<file path="config.mk">
export PLATFORM = sky130hd
export DESIGN_NAME = instr_seq
export DESIGN_NICKNAME = d
export VERILOG_FILES = /design/src/rtl/instr_seq.sv
export SDC_FILE = /design/constraint.sdc
export NUM_CORES = 1
export LEC_CHECK = 0
export BUFFER_PORTS_ARGS = -buffer_cell sky130_fd_sc_hd__buf_2
export CAP_MARGIN = 15
export CORE_MARGIN = 4
export CORE_UTILIZATION = 40
export CTS_CLUSTER_SIZE = 28
export DETAILED_ROUTE_END_ITERATION = 8
export PLACE_DENSITY = 0.55
export SYNTH_ARGS = -nofsm -noshare
export SYNTH_HDL_FRONTEND = slang
export SYNTH_SLANG_ARGS = --single-unit
</file>
<file path="constraint.sdc">
create_clock -name clk -period 3.7 [get_ports clk]
set_input_delay 0.37 -clock clk [delete_from_list [all_inputs] [get_ports clk]]
set_output_delay 0.37 -clock clk [all_outputs]
set_load 0.03 [all_outputs]
</file>
<file path="src/rtl/instr_seq.sv">
// ---------------------------------------------------------------------------
// instr_seq -- instruction sequencer feeding the control unit (CU).
//
// Holds a small loadable program memory. After a start pulse it walks the
// program from address 0, fetching one word at a time and issuing its opcode
// and operand address to the CU. Each instruction is issued rep+1 times.
// A HALT opcode ends the run without being forwarded. Completing the last
// memory entry also ends the run, because the program counter does not wrap.
// Whenever nothing is being issued the opcode output shows NOP, so the
// combinational CU never re-executes a held instruction.
//
// Ports:
//   clk          system clock, all state changes on the rising edge
//   rst          synchronous active-high reset; overrides every other input
//   prog_we      program write strobe, honoured only while idle
//   prog_addr    program write address
//   prog_data    instruction word, packed {opcode, rep, addr}
//   start        run request, honoured only while idle
//   abort        return to idle from any state; beats stall and start
//   stall        datapath not ready, suppresses issue
//   opcode       opcode to the CU (NOP when not issuing)
//   operand      address field of the issued instruction (0 when not issuing)
//   issue_valid  opcode is a real issue this cycle
//   busy         sequencer is fetching or issuing
//   done         one-cycle pulse at the end of a run
//   pc           current program counter
// ---------------------------------------------------------------------------
module instr_seq #(
   parameter int OP_WIDTH   = 4,
   parameter int ADDR_WIDTH = 8,
   parameter int REP_WIDTH  = 4,
   parameter int DEPTH      = 16,
   parameter int PC_WIDTH   = 4
) (
   input  logic                                   clk,
   input  logic                                   rst,
   input  logic                                   prog_we,
   input  logic [PC_WIDTH-1:0]                    prog_addr,
   input  logic [OP_WIDTH+REP_WIDTH+ADDR_WIDTH-1:0] prog_data,
   input  logic                                   start,
   input  logic                                   abort,
   input  logic                                   stall,
   output logic [OP_WIDTH-1:0]                    opcode,
   output logic [ADDR_WIDTH-1:0]                  operand,
   output logic                                   issue_valid,
   output logic                                   busy,
   output logic                                   done,
   output logic [PC_WIDTH-1:0]                    pc
);

   localparam int WORD_WIDTH = OP_WIDTH + REP_WIDTH + ADDR_WIDTH;

   // Opcode encodings shared with the CU: all ones is NOP, all ones with a
   // cleared LSB is HALT.
   localparam logic [OP_WIDTH-1:0]   OP_NOP   = {OP_WIDTH{1'b1}};
   localparam logic [OP_WIDTH-1:0]   OP_HALT  = {{(OP_WIDTH-1){1'b1}}, 1'b0};
   localparam logic [PC_WIDTH-1:0]   PC_ZERO  = {PC_WIDTH{1'b0}};
   localparam logic [PC_WIDTH-1:0]   PC_ONE   = {{(PC_WIDTH-1){1'b0}}, 1'b1};
   localparam logic [PC_WIDTH-1:0]   PC_LAST  = PC_WIDTH'(DEPTH - 1);
   localparam logic [REP_WIDTH-1:0]  REP_ZERO = {REP_WIDTH{1'b0}};
   localparam logic [REP_WIDTH-1:0]  REP_ONE  = {{(REP_WIDTH-1){1'b0}}, 1'b1};
   localparam logic [ADDR_WIDTH-1:0] ADDR_ZERO = {ADDR_WIDTH{1'b0}};
   localparam logic [WORD_WIDTH-1:0] WORD_ZERO = {WORD_WIDTH{1'b0}};

   typedef enum logic [1:0] {
      ST_IDLE  = 2'd0,
      ST_FETCH = 2'd1,
      ST_ISSUE = 2'd2,
      ST_DONE  = 2'd3
   } state_t;

   // Registered state
   state_t                state_r;
   logic [PC_WIDTH-1:0]   pc_r;
   logic [WORD_WIDTH-1:0] ir_r;
   logic [REP_WIDTH-1:0]  rep_cnt_r;
   logic [WORD_WIDTH-1:0] mem_r [DEPTH];

   // Next-state / control signals
   state_t                state_nxt_s;
   logic [PC_WIDTH-1:0]   pc_nxt_s;
   logic [REP_WIDTH-1:0]  rep_nxt_s;
   logic                  ir_load_s;
   logic                  mem_we_s;

   // Decoded fields of the instruction register
   logic [OP_WIDTH-1:0]   ir_op_s;
   logic [REP_WIDTH-1:0]  ir_rep_s;
   logic [ADDR_WIDTH-1:0] ir_addr_s;
   logic                  ir_halt_s;
   logic                  issue_s;

   assign ir_op_s   = ir_r[WORD_WIDTH-1 -: OP_WIDTH];
   assign ir_rep_s  = ir_r[ADDR_WIDTH +: REP_WIDTH];
   assign ir_addr_s = ir_r[ADDR_WIDTH-1:0];
   assign ir_halt_s = (ir_op_s == OP_HALT);

   // A real issue happens only in ISSUE with a non-HALT word and no stall.
   // abort does not mask it: the abort takes effect from the next cycle.
   assign issue_s = (state_r == ST_ISSUE) && !ir_halt_s && !stall;

   // Next-state and datapath control for the sequencer FSM.
   always_comb begin
      state_nxt_s = state_r;
      pc_nxt_s    = pc_r;
      rep_nxt_s   = rep_cnt_r;
      ir_load_s   = 1'b0;
      mem_we_s    = 1'b0;

      if (abort) begin
         state_nxt_s = ST_IDLE;
         pc_nxt_s    = PC_ZERO;
      end else begin
         case (state_r)
            ST_IDLE: begin
               // Write and start on the same edge: the write lands and the
               // run begins; the first fetch happens a cycle later, so it
               // already sees the new word.
               mem_we_s = prog_we && !rst;
               if (start) begin
                  pc_nxt_s    = PC_ZERO;
                  state_nxt_s = ST_FETCH;
               end else begin
                  state_nxt_s = ST_IDLE;
               end
            end
            ST_FETCH: begin
               ir_load_s   = 1'b1;
               rep_nxt_s   = REP_ZERO;
               state_nxt_s = ST_ISSUE;
            end
            ST_ISSUE: begin
               if (ir_halt_s) begin
                  state_nxt_s = ST_DONE;
               end else if (stall) begin
                  state_nxt_s = ST_ISSUE;
               end else if (rep_cnt_r < ir_rep_s) begin
                  rep_nxt_s   = rep_cnt_r + REP_ONE;
                  state_nxt_s = ST_ISSUE;
               end else if (pc_r == PC_LAST) begin
                  // No wrap: the last entry ends the run with pc held.
                  state_nxt_s = ST_DONE;
               end else begin
                  pc_nxt_s    = pc_r + PC_ONE;
                  state_nxt_s = ST_FETCH;
               end
            end
            ST_DONE: begin
               state_nxt_s = ST_IDLE;
            end
            default: begin
               state_nxt_s = ST_IDLE;
               pc_nxt_s    = PC_ZERO;
            end
         endcase
      end
   end

   // FSM state, program counter, repeat counter and instruction register.
   always_ff @(posedge clk) begin
      if (rst) begin
         state_r   <= ST_IDLE;
         pc_r      <= PC_ZERO;
         ir_r      <= WORD_ZERO;
         rep_cnt_r <= REP_ZERO;
      end else begin
         state_r   <= state_nxt_s;
         pc_r      <= pc_nxt_s;
         rep_cnt_r <= rep_nxt_s;
         if (ir_load_s) begin
            ir_r <= mem_r[pc_r];
         end else begin
            ir_r <= ir_r;
         end
      end
   end

   // Program memory; its contents survive reset by design.
   always_ff @(posedge clk) begin
      if (mem_we_s) begin
         mem_r[prog_addr] <= prog_data;
      end
   end

   // CU-facing outputs, decoded from registered state (and stall) so the CU
   // sees the issue in the same cycle.
   always_comb begin
      opcode      = OP_NOP;
      operand     = ADDR_ZERO;
      issue_valid = 1'b0;
      if (issue_s) begin
         opcode      = ir_op_s;
         operand     = ir_addr_s;
         issue_valid = 1'b1;
      end else begin
         opcode      = OP_NOP;
         operand     = ADDR_ZERO;
         issue_valid = 1'b0;
      end
   end

   assign busy = (state_r == ST_FETCH) || (state_r == ST_ISSUE);
   assign done = (state_r == ST_DONE);
   assign pc   = pc_r;

endmodule
</file>
=== Word level (Yosys, flattened, before mapping) ===
Memory sizes are Yosys's and may differ from the RTL's. A register that Yosys moved wholly into a read port is not among the register bits.
Cells that the tools add are included.

* Add/subtract/negate cells: 2
* $lt $le $gt $ge: 1
* Equal/unequal tests: 11
* Multiplexer cells: 25
* Bitwise gates (word level): 1
* Reduce and logical (&&, ||, !) cells: 13

{| class="wikitable"
|+ Operator list
! cell !! count
|-
| 4-bit 2-to-1 mux || 9
|-
| 4-bit case mux with 2 select lines || 2
|-
| 2-bit inequality test, second input constant || 5
|-
| 4-bit by 1-bit adder with 4-bit output, second input constant || 2
|-
| 4-bit == test, second input constant || 2
|-
| 1-bit 2-to-1 mux || 8
|-
| 2-bit 2-to-1 mux || 4
|-
| 8-bit 2-to-1 mux || 1
|-
| 2-bit case mux with 4 select lines || 1
|-
| 6-bit AND reduction || 1
|-
| 5-bit AND reduction || 1
|-
| 2-bit == test, second input constant || 2
|-
| 4-bit less-than comparator || 1
|-
| 2-bit nonzero test || 2
|-
| 1-bit logical AND || 3
|-
| 1-bit zero test || 3
|-
| 2-bit by 1-bit == test with 1-bit output, second input constant || 1
|-
| 2-bit zero test || 1
|-
| 2-bit by 1-bit inequality test with 1-bit output, second input constant || 1
|-
| 2-bit OR reduction || 1
|-
| 1-bit logical OR || 1
|-
| 1-bit NOT || 1
|}

* Register bits after elaboration: 10
* Bits in writable memories: 256
* Output and inout bits: 19
* Word-level logic and storage cells: 57
* Memories: 1

{| class="wikitable"
|+ Memory list
! name !! words !! width !! read ports !! clocked after memory_dff !! write ports !! RTL line !! source
|-
| mem_r || 16 || 16 || 1 || 1 || 1 || 77 || <nowiki>logic [WORD_WIDTH-1:0] mem_r [DEPTH];</nowiki>
|}

=== Longest topological paths before layout ===
Gate-level depths: netlist of run 1.

* Depth in word-level cells: 6
* Gate-level depth with buffers: 8
* Mapped depth without buffers: 7

=== Worst setup path before layout of run 1 ===
Ideal clock, no wire load.

* Kind: register to register
* From: register state_r[1]
* To: memory mem_r[0][0] (netlist bit), enable pin
* Library setup time: 0.409 ns
* Arrival: 2.218 ns
* Data required time: 3.291 ns
* Path slack: 1.073 ns
* Stages on the path, launching flop included: 6
* Path buffers: 0
* Period minus slack after synthesis: 2.627 ns
* Cells stage by stage: dfxtp_1 > inv_1 > ha_1 > nand3_1 > or3_1 > nor3_1

* Cells in the longest elaborated chain, start to end: 5

{| class="wikitable"
|+ Ends and longest elaborated chain
! what !! RTL line !! source
|-
| from (decl) || 73 || <nowiki>state_t state_r;</nowiki>
|-
| from (signal assigned) || 167 || <nowiki>state_r <= state_nxt_s;</nowiki>
|-
| 2-bit zero test || 114 || <nowiki>case (state_r)</nowiki>
|-
| 1-bit 2-to-1 mux || 114 ||
|-
| 1-bit 2-to-1 mux || 110 || <nowiki>if (abort) begin</nowiki>
|-
| 1-bit 2-to-1 mux || 180 || <nowiki>if (mem_we_s) begin</nowiki>
|-
| 1-bit 2-to-1 mux (implied by the code) || 181 || <nowiki>mem_r[prog_addr] <= prog_data;</nowiki>
|-
| to (decl) || 77 ||
|}

No other way between the ends.

=== Final worst setup path of run 1 ===
* From: register state_r[0]
* To: output operand[7]

* Cells in the longest elaborated chain, start to end: 4

{| class="wikitable"
|+ Ends and longest elaborated chain
! what !! RTL line !! source
|-
| 2-bit == test || 100 || <nowiki>assign issue_s = (state_r == ST_ISSUE) && !ir_halt_s && !stall;</nowiki>
|-
| 1-bit logical AND (2 in series) || 100 ||
|-
| 8-bit 2-to-1 mux || 191 || <nowiki>if (issue_s) begin</nowiki>
|-
| to (decl) || 44 || <nowiki>output logic [ADDR_WIDTH-1:0] operand,</nowiki>
|}

No other way between the ends.

==> results of run 1 <==
cells in the final DEF (no fill, tap or decap), types with 11 or more instances in the layout:
cell / Yosys / routed
nor2_2: 0 / 12
nand2_1: 43 / 43
clkbuf_16: 0 / 29
edfxtp_1: 256 / 256
buf_4: 2 / 15
mux4_2: 64 / 64
a22oi_1: 22 / 22
clkinv_1: 0 / 12
dfxtp_1: 26 / 24
o211ai_1: 11 / 11
buf_2: 7 / 44
final timing paths:
kind	end	slack, ns	cells past startpoint
hold reg to reg	ir_r[10]	0.48	2
hold / removal	state_r[0]	0.13	3
setup / recovery	operand[7]	0.90	7
setup reg to reg	mem_r[1][13]	1.15	5
synthesized netlist by cell type, types with 2 or more instances:
cell type / n / area (um2)
a21oi_1: 5 / 25.0
a22oi_1: 22 / 165
a311oi_1: 2 / 17.5
and2_1: 10 / 62.6
and3_1: 4 / 25.0
buf_1: 2 / 7.51
buf_2: 7 / 35.0
buf_4: 2 / 15.0
clkbuf_1: 13 / 48.8
dfxtp_1: 26 / 521
edfxtp_1: 256 / 7690
ha_1: 10 / 125
inv_1: 10 / 37.5
inv_2: 2 / 7.51
mux2i_1: 10 / 100
mux4_2: 64 / 1440
nand2_1: 43 / 161
nand2b_1: 4 / 25.0
nand3_1: 10 / 50.1
nor2_1: 21 / 78.8
nor3_1: 6 / 30.0
o2111ai_1: 2 / 17.5
o211ai_1: 11 / 82.6
o21a_1: 3 / 22.5
o21ai_1: 2 / 10.0
o221ai_1: 2 / 17.5
or3_1: 7 / 43.8
or4_1: 2 / 15.0
worst reg2reg max path, stage by stage, from the launching register on:
cell and delay, ns:
dfxtp_1 0.34, inv_1 0.13, ha_1 0.22, nand3_1 0.22, or3_1 0.47, nor2_2 0.77
sequential cells by signal, summed over array words and instances (netlist names):
signal	cells
pc	4
state_r	2
mem_r	256
ir_r	16
rep_cnt_r	4
cell families (layout without fill, tap and decap cells):
family,count (synthesis),after routing,synth area share (%)
DFF,282,282,74.6
AOI/OAI and AO/OA,56,56,3.95
and+or+nand+nor,111,111,4.83
muxes,74,74,14.0
buffers and inverters,37,123,1.48
adders and majority gates,10,10,1.14
metrics by stage:
stage	setup slack (ns)	total power [mW]	cell area [um2]	util (%)	hold slack, ns
after floorplan	1.07	3.60	11000	-	0.434
after global placement	1.19	3.67	11700	43.4	0.451
after detailed placement	1.10	3.68	11700	43.4	0.467
after CTS	0.876	6.35	12600	46.6	0.0970
after global routing	0.769	6.50	12600	46.6	0.116
final	0.896	6.30	12600	46.6	0.134
power by group:
part           internal, mW  switching, mW
Clock                  1.55           1.13
Sequential             3.48        0.00570
Combinational        0.0262         0.0910
cell type report:
class                           count  area share [%]
Timing Repair Buffer               60            2.80
Tap cell                          341            3.39
Sequential cell                   282            65.2
Inverter                           12           0.358
Clock inverter                     20            1.10
Clock buffer                       31            5.82
Multi-Input combinational cell    251            21.3
layer usage:
| layer | vias to the layer above | GRT usage, % |
|---|---|---|
| met3 | 32 | 2.51 |
| met4 | 0 | 4.16 |
| met5 | - | 0 |
| met1 | 2910 | 20.2 |
| li1 | 2457 | - |
| met2 | 132 | 27.8 |
==> impl_metrics.py, run 1 <==
metrics = {
    "clock_tree": {
        "h-tree-depth": 1,
        "cts_sinks": 282,
        "cts_inserted_buffers": 29,
        "clkLatencyLatePin_ns": 0.53,
        "cts_buffer_depth": 3,
        "cts_tree": "built",
        "cts_hold_buf": 0,
        "clkTransAtPathRegs_ns": 0.07,
        "post_cts_buffers": 0,
        "cts_resized": 0,
        "clockRootBuffer": "clkbuf_16",
    },
    "synthesis": {
        "synth_cell_type_count": 40,
        "synth_cells": 570,
        "synth-edff-count": 256,
        "synth_nets": 606,
        "yosysWarnings": 0,
        "syn-mean-instance-area_um2": 19.3,
        "netlist_area_um2": 11000,
        "ys_seq_area_share_pct": 74.6,
        "synth_ff_type": "edfxtp_1",
        "ys_seq_elements": 282,
        "async_flop_share_pct": 0,
    },
    "timing": {
        "report.final.setup_viol": 0,
        "period_needed_ns": 2.80,
        "fmax_mhz": 357,
        "min_period_over_period_pct": 75.8,
        "worst_pin_slew_ns": 1.04,
        "hold_violations": 0,
        "max-slew-margin-rel_pct": 30.8,
        "fin_setup_tns_ns": 0,
        "slew_viol_final": 0,
        "finClkSkew_ns": 0.0111,
        "rsz0062_at_grt": "no",
    },
    "worst_setup_path": {
        "r2r-start": "state_r[1]",
        "critPathMaxStageDelay_ns": 0.41,
        "path_cells": "inv_1, ha_1, inv_2, nor3_2, buf_4, and2_1, buf_2",
        "crit_family": "buffers and inverters",
        "critical_path_arrival_ns": 2.43,
        "startpoint": "state_r[0]",
        "worst_ep_required_time_ns": 3.33,
        "path_class": "reg -> out",
        "slowest_stage": "ha_1",
        "crit_buf_inv": 4,
        "cp-start-kind": "flop",
        "worst-path-max-fanout": 11,
        "cp-end-kind": "primary output",
    },
    "hold_path": {
        "holdCritStartpoint": "start",
        "hold_path_class": "in -> reg",
    },
    "outcome": {
        "status": "complete, no violations",
    },
    "cells_and_area": {
        "nets": 672,
        "drive_gt1_share_pct": 28.4,
        "fillers": 2277,
        "antennaDiodeCount": 0,
        "regArea_um2": 8210,
        "final_cells": 997,
        "multi_input_area_um2": 2690,
        "synthToLayoutAreaGrowth_pct": 14.5,
    },
    "place": {
        "port_buffers": 44,
        "dpl.hpwl_um": 15500,
        "place_congestion": 0.785,
        "dp_cells": 946,
    },
    "route": {
        "drt-vias-per-instance": 5.55,
        "wl_met2_um": 12500,
        "drt-pass1-iter-count": 4,
        "highest_layer": "met4",
        "wl_um": 23800,
        "detail_route.wl_per_cell_um": 23.9,
        "drtIter0Drc": 509,
        "drc": 0,
        "wl_met3_um": 1140,
        "ant_nets": 0,
        "met1_length_um": 9640,
        "vias": 5531,
    },
    "global_route": {
        "global_route.usage.total_pct": 15.7,
        "grt_max_degree": 34,
        "antenna_found_initial": 0,
        "overflow": 0,
        "grt_pass1_vias": 5764,
        "grt_pass1_wl_um": 36200,
    },
    "die": {
        "die_x_um": 174,
        "core_area_um2": 27000,
        "num_rows": 60,
        "io_pins": 45,
        "die-area_um2": 30200,
        "dieHeight_um": 174,
        "initial_core_util_pct": 40.7,
    },
    "power_and_ir_drop": {
        "p_leak_nw": 4.06,
        "power_density_nw_per_um2": 500,
        "ir_drop_mv": 0.274,
    },
    "job": {
        "cap_violations": 0,
    },
}
Power figures use the tool's default switching activity.
==> inputs of run 2 (changes only) <==
==> constraint.sdc (replaced) <==
create_clock -name clk -period 2.8 [get_ports clk]
set_input_delay 0.28 -clock clk [delete_from_list [all_inputs] [get_ports clk]]
set_output_delay 0.28 -clock clk [all_outputs]
set_load 0.03 [all_outputs]
==> run 2 against run 1 <==
Net effect: die area stayed put; sequential share of layout area is 1.4 points lower; largest power group unchanged; cell count is 1.6% higher; critical endpoint is now operand[3]; sequential power is 32% higher; combinational power is 37% higher; total power is 40% higher; flip-flop and latch count stayed put; final area is 2.2% higher.
==> impl_metrics.py, run 2 (synthesis gave the netlist of run 1 again) <==
metrics = {
    "outcome": {
        "status": "complete, no violations",
    },
    "worst_setup_path": {
        "r2r-start": "state_r[1]",
        "path_cells": "inv_1, ha_2, inv_2, nor3_4, buf_4, and2_1, buf_2",
        "worst_ep_required_time_ns": 2.52,
        "cp-end-kind": "primary output",
        "crit_buf_inv": 4,
        "worst-path-max-fanout": 10,
        "rrSetupSlack_ns": 0.52,
        "critPathMaxStageDelay_ns": 0.34,
        "r2r-end": "mem_r[9][12]",
        "path_class": "reg -> out",
        "crit_family": "buffers and inverters",
        "critical_path_arrival_ns": 2.29,
        "cp-start-kind": "flop",
        "worst_r2r_path_depth": 7,
        "slowest_stage": "dfxtp_1",
    },
    "clock_tree": {
        "clockRootBuffer": "clkbuf_16",
        "cts_tree": "built",
        "h-tree-depth": 1,
        "clkTransAtPathRegs_ns": 0.06,
        "cts_inserted_buffers": 29,
        "cts_hold_buf": 0,
        "cts_sinks": 282,
        "clkLatencyLatePin_ns": 0.55,
        "cts_buffer_depth": 3,
    },
    "die": {
        "io_pins": 45,
        "core_area_um2": 27000,
        "die_x_um": 174,
        "dieHeight_um": 174,
        "initial_core_util_pct": 40.7,
        "num_rows": 60,
        "die-area_um2": 30200,
    },
    "global_route": {
        "grt_max_degree": 61,
        "antenna_found_initial": 1,
        "global_route.usage.total_pct": 16.7,
        "overflow": 0,
        "grt_pass1_vias": 5823,
        "grt_pass1_wl_um": 38100,
    },
    "cells_and_area": {
        "reg_top3": "mem_r x256, ir_r x16",
        "largest_reg_flops": 256,
        "drive_gt1_share_pct": 31.1,
        "final_common_cell": "edfxtp_1",
        "final_core_util_pct": 47.6,
        "synthToLayoutAreaGrowth_pct": 17.0,
        "regMostFlops": "mem_r",
        "final_cell_mix": "edfxtp_1 (256), mux4_2 (64), buf_2 (44)",
        "nets": 686,
        "antennaDiodeCount": 0,
        "final_cells": 1013,
    },
    "hold_path": {
        "min_to": "state_r[0]",
        "hold_path_class": "in -> reg",
        "holdCritStartpoint": "start",
        "whs_path_depth": 3,
    },
    "route": {
        "drt-pass1-iter-count": 5,
        "ant_nets": 0,
        "drc": 0,
        "vias": 5630,
        "detail_route.wl_per_cell_um": 24.8,
        "drt-vias-per-instance": 5.56,
        "wl_um": 25200,
        "drtIter0Drc": 470,
    },
    "timing": {
        "period_needed_ns": 2.57,
        "max-slew-margin-rel_pct": 58.6,
        "fin_setup_tns_ns": 0,
        "fmax_mhz": 389,
        "report.final.setup_viol": 0,
        "min_period_over_period_pct": 91.8,
        "finClkSkew_ns": 0.0178,
        "slew_viol_final": 0,
        "worst_pin_slew_ns": 0.619,
        "timing.hold.ws_ns": 0.0328,
        "rsz0062_at_grt": "no",
        "hold_violations": 0,
    },
    "power_and_ir_drop": {
        "intPower_mw": 7.16,
        "p_leak_nw": 4.21,
        "pwr-share-comb_pct": 1.8,
        "power_frac_seq_pct": 52.4,
        "power_density_nw_per_um2": 684,
        "switching_share_pct": 18.7,
        "switching_power_mw": 1.65,
        "pwr-share-clk_pct": 45.8,
        "ir_drop_mv": 0.445,
    },
    "place": {
        "place_congestion": 0.826,
        "dp_cells": 960,
        "dpl.hpwl_um": 16800,
        "port_buffers": 44,
    },
    "job": {
        "cap_violations": 0,
    },
}
[run 2: changes by cell type in the layout (fill, tap and decap cells not counted), moves of 2 or more]
| cell | delta |
|---|---|
| clkinv_2 | -2 |
| clkbuf_1 | +4 |
| bufinv_16 | +3 |
| buf_4 | +13 |
| clkinv_1 | -10 |
| clkbuf_8 | +6 |
[run 2: worst max path at each step]
stage	depth (start not counted)	slack, ns	start	end
2_1_floorplan	5	0.17	state_r[1]	mem_r[0][0]
3_3_place_gp	7	0.52	rst	mem_r[9][0]
3_5_place_dp	7	0.51	state_r[1]	mem_r[9][4]
4_1_cts	7	0.09	state_r[0]	operand[3]
5_1_grt	7	0.08	state_r[0]	operand[3]
6_report	7	0.23	state_r[0]	operand[3]
[run 2: worst reg2reg max path, stage by stage, from the launching register on]
cell and delay [ns]:
dfxtp_1 0.34, inv_1 0.13, ha_1 0.21, nand3_1 0.20, nor2_1 0.15, nand2_1 0.15
nor2_2 0.48, buf_4 0.31
[run 2: metal layers]
layer	up-vias	track usage [%]	part of all wire, %
li1	2483	-	-
met1	2927	21.9	41
met2	168	29.1	52
met3	52	2.70	4.2
met4	0	4.55	2.8
met5	-	0	0
[run 2: metrics by stage]
stage	area, um2	worst slack [ns]	power [mW]
2_1_floorplan	11000	0.173	4.75
3_3_place_gp	11800	0.525	4.86
3_5_place_dp	11800	0.507	4.86
4_1_cts	12900	0.0895	8.90
5_1_grt	12900	0.0812	9.10
6_report	12900	0.229	8.81
[run 2: area by class of cell]
class,count,area (um2)
Clock buffer,41,831
Clock inverter,12,189
Fill cell,2272,14200
Inverter,12,45.0
Multi-Input combinational cell,251,2700
Sequential cell,282,8210
Tap cell,341,427
Timing Repair Buffer,74,470
[run 2: power by group through the flow]
stage / clock network (mW) / logic (mW) / registers, mW
after floorplan: 0 / 0.0523 / 4.70
after global placement: 0 / 0.156 / 4.70
after detailed placement: 0 / 0.162 / 4.70
after CTS: 4.12 / 0.163 / 4.61
after global routing: 4.32 / 0.175 / 4.61
final: 4.03 / 0.160 / 4.61
[run 2: what timing repair did]
action | CTS | global route
buffers inserted | 0 | 0
endpoints found under the setup margin | 1 | 1
gates cloned | 0 | 0
gates resized for setup | 1 | 1
==> inputs of run 3 (changes only) <==
--- a/config.mk
+++ b/config.mk
@@ -12,6 +12,7 @@
 export CTS_CLUSTER_SIZE = 28
 export DETAILED_ROUTE_END_ITERATION = 8
 export PLACE_DENSITY = 0.55
+export RECOVER_POWER = 50
 export SYNTH_ARGS = -nofsm -noshare
 export SYNTH_HDL_FRONTEND = slang
 export SYNTH_SLANG_ARGS = --single-unit
==> run 3 against run 2 <==
Net effect: combinational power is 4% lower; total power hardly changed; hold slack hardly changed; setup slack worse by 0.0048 ns; flip-flop and latch count stayed put; clock-buffer cell count stayed put; maximum frequency is 0.19% lower; critical path depth stayed put; critical path type unchanged.
==> impl_metrics.py, run 3 (synthesis gave the netlist of run 1 again) <==
metrics = {
    "place": {
        "port_buffers": 44,
        "post_dp_cell_area_um2": 11800,
        "dpl.hpwl_um": 16800,
        "place_congestion": 0.826,
        "pre_cts_ws_ns": 0.507,
    },
    "worst_setup_path": {
        "worst_ep_required_time_ns": 2.52,
        "critPathMaxStageDelay_ns": 0.34,
        "path_cells": "inv_1, ha_2, inv_2, nor3_4, buf_4, and2_1, buf_2",
        "worst-path-max-fanout": 10,
        "critical_path_arrival_ns": 2.30,
        "path_class": "reg -> out",
        "cp-end-kind": "primary output",
        "slowest_stage": "dfxtp_1",
        "cp-start-kind": "flop",
    },
    "die": {
        "die_x_um": 174,
        "core_area_um2": 27000,
        "dieHeight_um": 174,
        "num_rows": 60,
        "io_pins": 45,
        "initial_core_util_pct": 40.7,
        "die-area_um2": 30200,
    },
    "cells_and_area": {
        "regArea_um2": 8210,
        "nets": 686,
        "fin_area_um2": 12800,
        "largest_reg_flops": 256,
        "multi_input_area_um2": 2660,
        "antennaDiodeCount": 0,
        "final_cell_mix": "edfxtp_1 (256), mux4_2 (64), nand2_1 (43)",
        "regMostFlops": "mem_r",
        "fillers": 2283,
        "drive_gt1_share_pct": 26.9,
        "reg_top3": "mem_r x256, ir_r x16",
        "final_core_util_pct": 47.4,
        "synthToLayoutAreaGrowth_pct": 16.3,
        "final_common_cell": "edfxtp_1",
    },
    "timing": {
        "min_period_over_period_pct": 92.0,
        "setup_slack_ns": 0.224,
        "max-slew-margin-rel_pct": 35.1,
        "rsz0062_at_grt": "no",
        "period_needed_ns": 2.58,
        "finClkSkew_ns": 0.0208,
        "fin_setup_tns_ns": 0,
        "fmax_mhz": 388,
        "slew_viol_final": 0,
        "worst_pin_slew_ns": 0.949,
        "hold_violations": 0,
        "report.final.setup_viol": 0,
    },
    "route": {
        "drc": 0,
        "drt-vias-per-instance": 5.50,
        "drtIter0Drc": 435,
        "wl_um": 25100,
        "drt-pass1-iter-count": 5,
        "vias": 5574,
        "ant_nets": 0,
        "detail_route.wl_per_cell_um": 24.8,
    },
    "clock_tree": {
        "clockRootBuffer": "clkbuf_16",
        "cts_tree": "built",
        "clkLatencyLatePin_ns": 0.55,
        "h-tree-depth": 1,
        "cts_buffer_depth": 3,
        "cts_inserted_buffers": 29,
        "clkTransAtPathRegs_ns": 0.06,
        "post_cts_buffers": 0,
        "cts_hold_buf": 0,
        "cts_sinks": 282,
    },
    "power_and_ir_drop": {
        "ir_drop_mv": 0.447,
        "p_leak_nw": 4.12,
        "power_mw": 8.80,
        "power_density_nw_per_um2": 688,
    },
    "global_route": {
        "antenna_found_initial": 1,
        "grt_max_degree": 61,
        "grt_pass1_vias": 5823,
        "grt_pass1_wl_um": 38100,
        "overflow": 0,
        "global_route.usage.total_pct": 16.7,
    },
    "job": {
        "cap_violations": 0,
    },
    "hold_path": {
        "hold_path_class": "in -> reg",
    },
    "outcome": {
        "status": "complete, no violations",
    },
}
-- run 3: cell type report --
class | instances | share of cell area (%)
Clock buffer | 41 | 6.49
Timing Repair Buffer | 74 | 3.39
Tap cell | 341 | 3.33
Multi-Input combinational cell | 251 | 20.8
Clock inverter | 12 | 1.48
Sequential cell | 282 | 64.1
Inverter | 12 | 0.352
-- run 3: worst max-delay path: cells and delay by family (launching register included) --
kind / cells / cell delay [ns]
fa+ha+maj: 1 / 0.31
buf+inv: 4 / 0.64
flops: 1 / 0.34
simple gates: 2 / 0.48
-- run 3: what timing repair did --
item,4_1_cts,5_1_grt
endpoints found under the setup margin,1,1
pin swaps,0,0
resized for setup,1,1
endpoints found under the hold margin,0,0
-- run 3: worst paths after layout --
| check | startpoint | endpoint | slack (ns) | cells past startpoint |
|---|---|---|---|---|
| max | state_r[0] | operand[3] | 0.22 | 7 |
| min | start | state_r[0] | 0.03 | 3 |
| max reg2reg | ir_r[9] | rep_cnt_r[3] | 0.31 | 6 |
| min reg2reg | ir_r[9] | ir_r[9] | 0.48 | 2 |
-- run 3: routing by layer --
layer | global-route usage, % | share of wire [%] | up-vias
met5 | 0 | 0 | -
met4 | 4.55 | 2.6 | 0
met3 | 2.70 | 4.3 | 45
met2 | 29.1 | 52 | 139
met1 | 21.9 | 41 | 2905
li1 | - | - | 2485
-- run 3: where the power goes --
part / leakage, nW / switching (mW) / internal (mW)
clock network: 0.498 / 1.52 / 2.51
registers: 2.51 / 0.00797 / 4.61
logic: 1.11 / 0.122 / 0.0322
-- run 3: stage by stage --
| step | hold WS [ns] | std cells |
|---|---|---|
| finish | 0.0326 | 1013 |
| global route | 0.0103 | 1013 |
| CTS | 0.00520 | 1013 |
| detailed placement | 0.476 | 960 |
| global placement | 0.463 | 960 |
| floorplan | 0.379 | 570 |
